[src/rtl/clock_div_seq_pkg.sv]
// clock_div_seq_pkg: shared state type, half-period helper and statistics widths for clock_div_sequencer
package clock_div_seq_pkg;
  typedef enum logic [1:0] {RUN, DRAIN, GATE} seq_state_e;
  localparam int HALF_SHIFT = 1;
  localparam int RCFG_CNT_W = 16;
  localparam int ERR_CNT_W = 8;
  function automatic logic level_at(input logic [31:0] c, input logic [31:0] d);
    return c >= (d >> HALF_SHIFT);
  endfunction
endpackage

[src/rtl/clock_div_core.sv]
// clock_div_core: divide-by-div counter with registered level/tick; ports clock, reset, hold, hold_level, div -> cnt, level, tick
module clock_div_core
  import clock_div_seq_pkg::*;
#(
  parameter int DW = 8,
  parameter int RESET_DIV = 2
) (
  input  logic          clock,
  input  logic          reset,
  input  logic          hold,
  input  logic          hold_level,
  input  logic [DW-1:0] div,
  output logic [DW-1:0] cnt,
  output logic          level,
  output logic          tick
);
  logic [DW-1:0] cnt_nx;
  logic          level_nx;
  always_comb begin
    cnt_nx = (hold || cnt == div - DW'(1)) ? '0 : cnt + DW'(1);
    level_nx = hold ? hold_level : level_at(32'(cnt_nx), 32'(div));
  end
  always_ff @(posedge clock) begin
    if (reset) begin
      cnt <= '0;
      level <= RESET_DIV == 1;
      tick <= 1'b0;
    end else begin
      cnt <= cnt_nx;
      level <= level_nx;
      tick <= !hold && level_nx && !level;
    end
  end
endmodule

[src/rtl/clock_div_sequencer.sv]
// clock_div_sequencer: glitch-free reprogrammable clock-enable divider (drain, gate, load); cfg_* handshake in, div/en/busy/cur_div out; CLOCK_DIV_SEQ_STATS_EN adds reconfig_cnt_o/err_cnt_o
module clock_div_sequencer
  import clock_div_seq_pkg::*;
#(
  parameter int DW = 8,
  parameter int RESET_DIV = 2,
  parameter int GATE_CYCLES = 4
) (
  input  logic          clock,
  input  logic          reset,
  input  logic          cfg_valid,
  input  logic [DW-1:0] cfg_div,
  output logic          cfg_ready,
  output logic          cfg_err,
  output logic          div_level_o,
  output logic          div_tick_o,
  output logic          en_o,
  output logic          busy_o,
  output logic [DW-1:0] cur_div_o
`ifdef CLOCK_DIV_SEQ_STATS_EN
  ,
  output logic [RCFG_CNT_W-1:0] reconfig_cnt_o,
  output logic [ERR_CNT_W-1:0]  err_cnt_o
`endif
);
  localparam int GW = GATE_CYCLES > 1 ? $clog2(GATE_CYCLES) : 1;
  seq_state_e    state, state_nx;
  logic [DW-1:0] pend, pend_nx, cnt;
  logic [GW-1:0] gcnt;
  logic          acc, bnd, last_gate, hold, hold_level;
  assign cfg_ready = state == RUN && !reset;
  always_comb begin
    acc = cfg_valid && cfg_ready;
    bnd = cnt == cur_div_o - DW'(1);
    last_gate = gcnt == GW'(GATE_CYCLES - 1);
    pend_nx = (acc && cfg_div != '0) ? cfg_div : pend;
    state_nx = state == GATE  ? (last_gate ? RUN : GATE)
             : state == DRAIN ? (bnd ? GATE : DRAIN)
             : (acc && cfg_div != '0) ? (bnd ? GATE : DRAIN) : RUN;
    // hold covers the boundary cycle and every GATE cycle so the counter restarts at 0 under the new divisor
    hold = state == GATE || state_nx == GATE;
    hold_level = pend_nx == DW'(1);
  end
  always_ff @(posedge clock) begin
    if (reset) begin
      state <= RUN;
      pend <= DW'(RESET_DIV);
      cur_div_o <= DW'(RESET_DIV);
      gcnt <= '0;
      en_o <= 1'b1;
      busy_o <= 1'b0;
      cfg_err <= 1'b0;
    end else begin
      state <= state_nx;
      pend <= pend_nx;
      gcnt <= state == GATE ? gcnt + GW'(1) : '0;
      cur_div_o <= (state == GATE && last_gate) ? pend : cur_div_o;
      en_o <= state_nx != GATE;
      busy_o <= state_nx != RUN;
      cfg_err <= acc && cfg_div == '0;
    end
  end
  clock_div_core #(.DW(DW), .RESET_DIV(RESET_DIV)) u_core (
    .clock     (clock),
    .reset     (reset),
    .hold      (hold),
    .hold_level(hold_level),
    .div       (cur_div_o),
    .cnt       (cnt),
    .level     (div_level_o),
    .tick      (div_tick_o)
  );
`ifdef CLOCK_DIV_SEQ_STATS_EN
  always_ff @(posedge clock) begin
    if (reset) begin
      reconfig_cnt_o <= '0;
      err_cnt_o <= '0;
    end else begin
      if (state == GATE && last_gate && !(&reconfig_cnt_o)) reconfig_cnt_o <= reconfig_cnt_o + RCFG_CNT_W'(1);
      if (cfg_err && !(&err_cnt_o)) err_cnt_o <= err_cnt_o + ERR_CNT_W'(1);
    end
  end
`endif
endmodule

[config.mk]
export PLATFORM = sky130hd
export DESIGN_NAME = clock_div_sequencer
export DESIGN_NICKNAME = d
export VERILOG_FILES = /design/src/rtl/clock_div_seq_pkg.sv /design/src/rtl/clock_div_core.sv /design/src/rtl/clock_div_sequencer.sv
export SDC_FILE = /design/constraint.sdc
export NUM_CORES = 1
export LEC_CHECK = 0
export BUFFER_PORTS_ARGS = -buffer_cell sky130_fd_sc_hd__buf_4
export CAP_MARGIN = 20
export CORE_MARGIN = 10
export CORE_UTILIZATION = 50
export DETAILED_ROUTE_END_ITERATION = 6
export PLACE_DENSITY_LB_ADDON = 0.12
export SLEW_MARGIN = 20
export SYNTH_ARGS = -nofsm -noshare
export SYNTH_HDL_FRONTEND = slang
export SYNTH_SLANG_ARGS = --single-unit
[constraint.sdc]
create_clock -name clock -period 3.9 [get_ports clock]
set_input_delay 0.195 -clock clock [delete_from_list [all_inputs] [get_ports clock]]
set_output_delay 0.195 -clock clock [all_outputs]
set_load 0.01 [all_outputs]
==> flow_summary.toml <==
[run_status]
status = "finished clean"

[cts]
clk-insertion-delay-late_ns = 0.29
cts_tree = "yes"
post-cts-setup-buffers = 0
cts_buffers = 5
holdBufCountCts = 0
clk_pin_slew_ns = 0.07
clockRootBuffer = "clkbuf_8"
cts.sinks = 33
cts_resized = 0
htreeDepth = 2
clock_tree.buffer_depth = 2

[logic_synthesis]
async_reset_ff_share_pct = 0
synth_top_cell_area_share_pct = 36.0
ys.flop_type = "dfxtp_1"
synth_top_area_cell = "dfxtp_1"
synthCells = 214
netlist_area_um2 = 1830
synth_most_common_cell = "dfxtp_1"
synth_edf_count = 0
synth_area_per_cell_um2 = 8.57
ys_seq_area_share_pct = 36.0
synth.area.top_cells = "dfxtp_1, ha_1, nand2_1"
synth_cell_type_count = 50
synth.ff_latch_count = 33
synth_common_cells = "dfxtp_1, nand2_1, a21oi_1"
syn-num-nets = 235
yosysWarnings = 0

[global_route]
grt_pass1_wl_um = 7030
grt_max_degree = 36
antenna_found_initial = 0
overflow = 0
track_usage_pct = 13.5
grt_pass1_vias = 1532

[sta]
hold_viol_final = 0
setup_viol = 0
max_slew_margin_pct = 57.6
tightest_slew_ns = 0.633
skew_ns = 0.00452
timing.final.ws_setup_ns = 0.444
rsz0062_at_grt = "false"
fin_tns_setup_ns = 0
final_max_slew_viol_count = 0
period_share_pct = 88.6
fin_crit_ns = 3.46
fmax_ghz = 0.289
holdWs_ns = 0.122

[die]
die_w_um = 80.5
io_pins = 25
core_um2 = 3440
start_util_pct = 53.3
row_count = 21
die_h_um = 80.5
die_area_um2 = 6490

[placed_design]
pre_cts_slack_ns = 0.336
io_buffers = 24
place_area_um2 = 2020
place_congestion = 0.858
detailed_place_hpwl_um = 3200

[critical_path]
crit_type = "flop to flop"
cp-start-kind = "flop"
arrival_ns = 3.64
cp.required_ns = 4.09
worstSetupEndpointType = "flop"
crit_fanout = 16

[power]
power_w = 0.000897
leakage_nw = 0.832
cellPowerDensity_nw_per_um2 = 426
ir_worst_vdd_mv = 0.270

[detailed_routing]
ant_nets = 0
drc = 0
vias_per_cell = 5.64
initialDrtViolationCount = 71
wl_per_cell_um = 14.9
via_count = 1595
routed_wl_um = 4210
dr.pass1.iters = 4

[hold_path]
min_path_type = "primary input to flop"

[finish]
design_area_um2 = 2110
nets = 257
antenna_cells = 0
layout-drive-gt1-share_pct = 20.7
areaGrowthSynthToFinish_pct = 15.0

[job]
drv_cap = 0
[cell usage in the layout, fill, tap and decap left out, types with 2 or more instances in the layout]
| master | n |
|---|---|
| or4_1 | 2 |
| nand2_1 | 26 |
| nand3_1 | 12 |
| buf_4 | 25 |
| nor3_1 | 12 |
| xnor2_1 | 10 |
| inv_1 | 10 |
| xor2_1 | 6 |
| ha_1 | 10 |
| or2_2 | 3 |
| clkinv_2 | 2 |
| o221ai_1 | 2 |
| dfxtp_1 | 33 |
| nor3_2 | 4 |
| nor3b_1 | 2 |
| nand4_1 | 2 |
| nand2b_1 | 2 |
| nor2_1 | 16 |
| a21o_1 | 2 |
| or3_1 | 2 |
| a21oi_1 | 18 |
| a22oi_1 | 2 |
| and3_1 | 3 |
| clkbuf_8 | 5 |
[final cells by class]
cell class / instances / area (um2)
sequential: 33 / 661
multi-input combinational: 161 / 1080
fill: 318 / 1330
clock inverter: 3 / 17.5
tap: 46 / 57.6
clock buffer: 5 / 68.8
inverter: 10 / 37.5
timing repair buffer: 25 / 188
[stage by stage]
step,cells,util (%)
after floorplan,214,-
final,283,61.3
after CTS,283,61.3
after global placement,275,58.7
after detailed placement,275,58.7
after global routing,283,61.3
[layer usage]
metal	track usage [%]	wire length [um]
met5	0	0
met3	5.68	272
met2	20.9	1940
met4	5.11	88
met1	16.1	1910
[logic make-up after synthesis]
| family | Yosys count | share of synthesized area, % |
|---|---|---|
| AOI/OAI and AO/OA | 39 | 15.5 |
| xor gates and xnor gates | 16 | 7.64 |
| adders and majority gates | 10 | 6.83 |
| buffers and inverters | 20 | 5.12 |
| DFF | 33 | 36.0 |
| muxes | 1 | 0.546 |
| and+or+nand+nor | 95 | 28.3 |
[worst paths after layout]
check                                 start                 endpoint  slack [ns]  cells after the start
setup / recovery  cur_div_o[1]$_SDFFE_PP1P_  u_core.level$_SDFF_PP0_        0.44                     15
setup reg to reg  cur_div_o[1]$_SDFFE_PP1P_  u_core.level$_SDFF_PP0_        0.44                     15
hold reg to reg          gcnt[0]$_SDFF_PP0_       gcnt[0]$_SDFF_PP0_        0.43                      1
hold / removal                   cfg_div[1]       pend[1]$_SDFF_PP1_        0.12                      3
[sequential cells by signal, summed over array words and instances, names as in the netlist]
signal	flops
pend	8
busy_o	1
u_core.tick	1
state	2
cur_div_o	8
u_core.level	1
en_o	1
u_core.cnt	8
cfg_err	1
gcnt	2
[report_power, final]
group	switching, W	internal [W]
clock network	0.000131	0.000123
registers	0.0000298	0.000368
logic	0.000131	0.000115
total	0.000292	0.000605
[worst max-delay path, stage by stage (launching register included)]
cell       delay [ns]
dfxtp_1          0.43
inv_1            0.09
ha_1             0.25
xor2_1           0.19
o221ai_1         0.18
o41ai_1          0.10
o2111a_1         0.22
or2_2            0.44
nor2_1           0.16
ha_1             0.25
a21o_1           0.19
a21oi_1          0.12
o21ai_0          0.14
a2111oi_2        0.37
o21ai_1          0.09
o211a_1          0.13
Note: power is estimated with default switching activity, not from simulation.
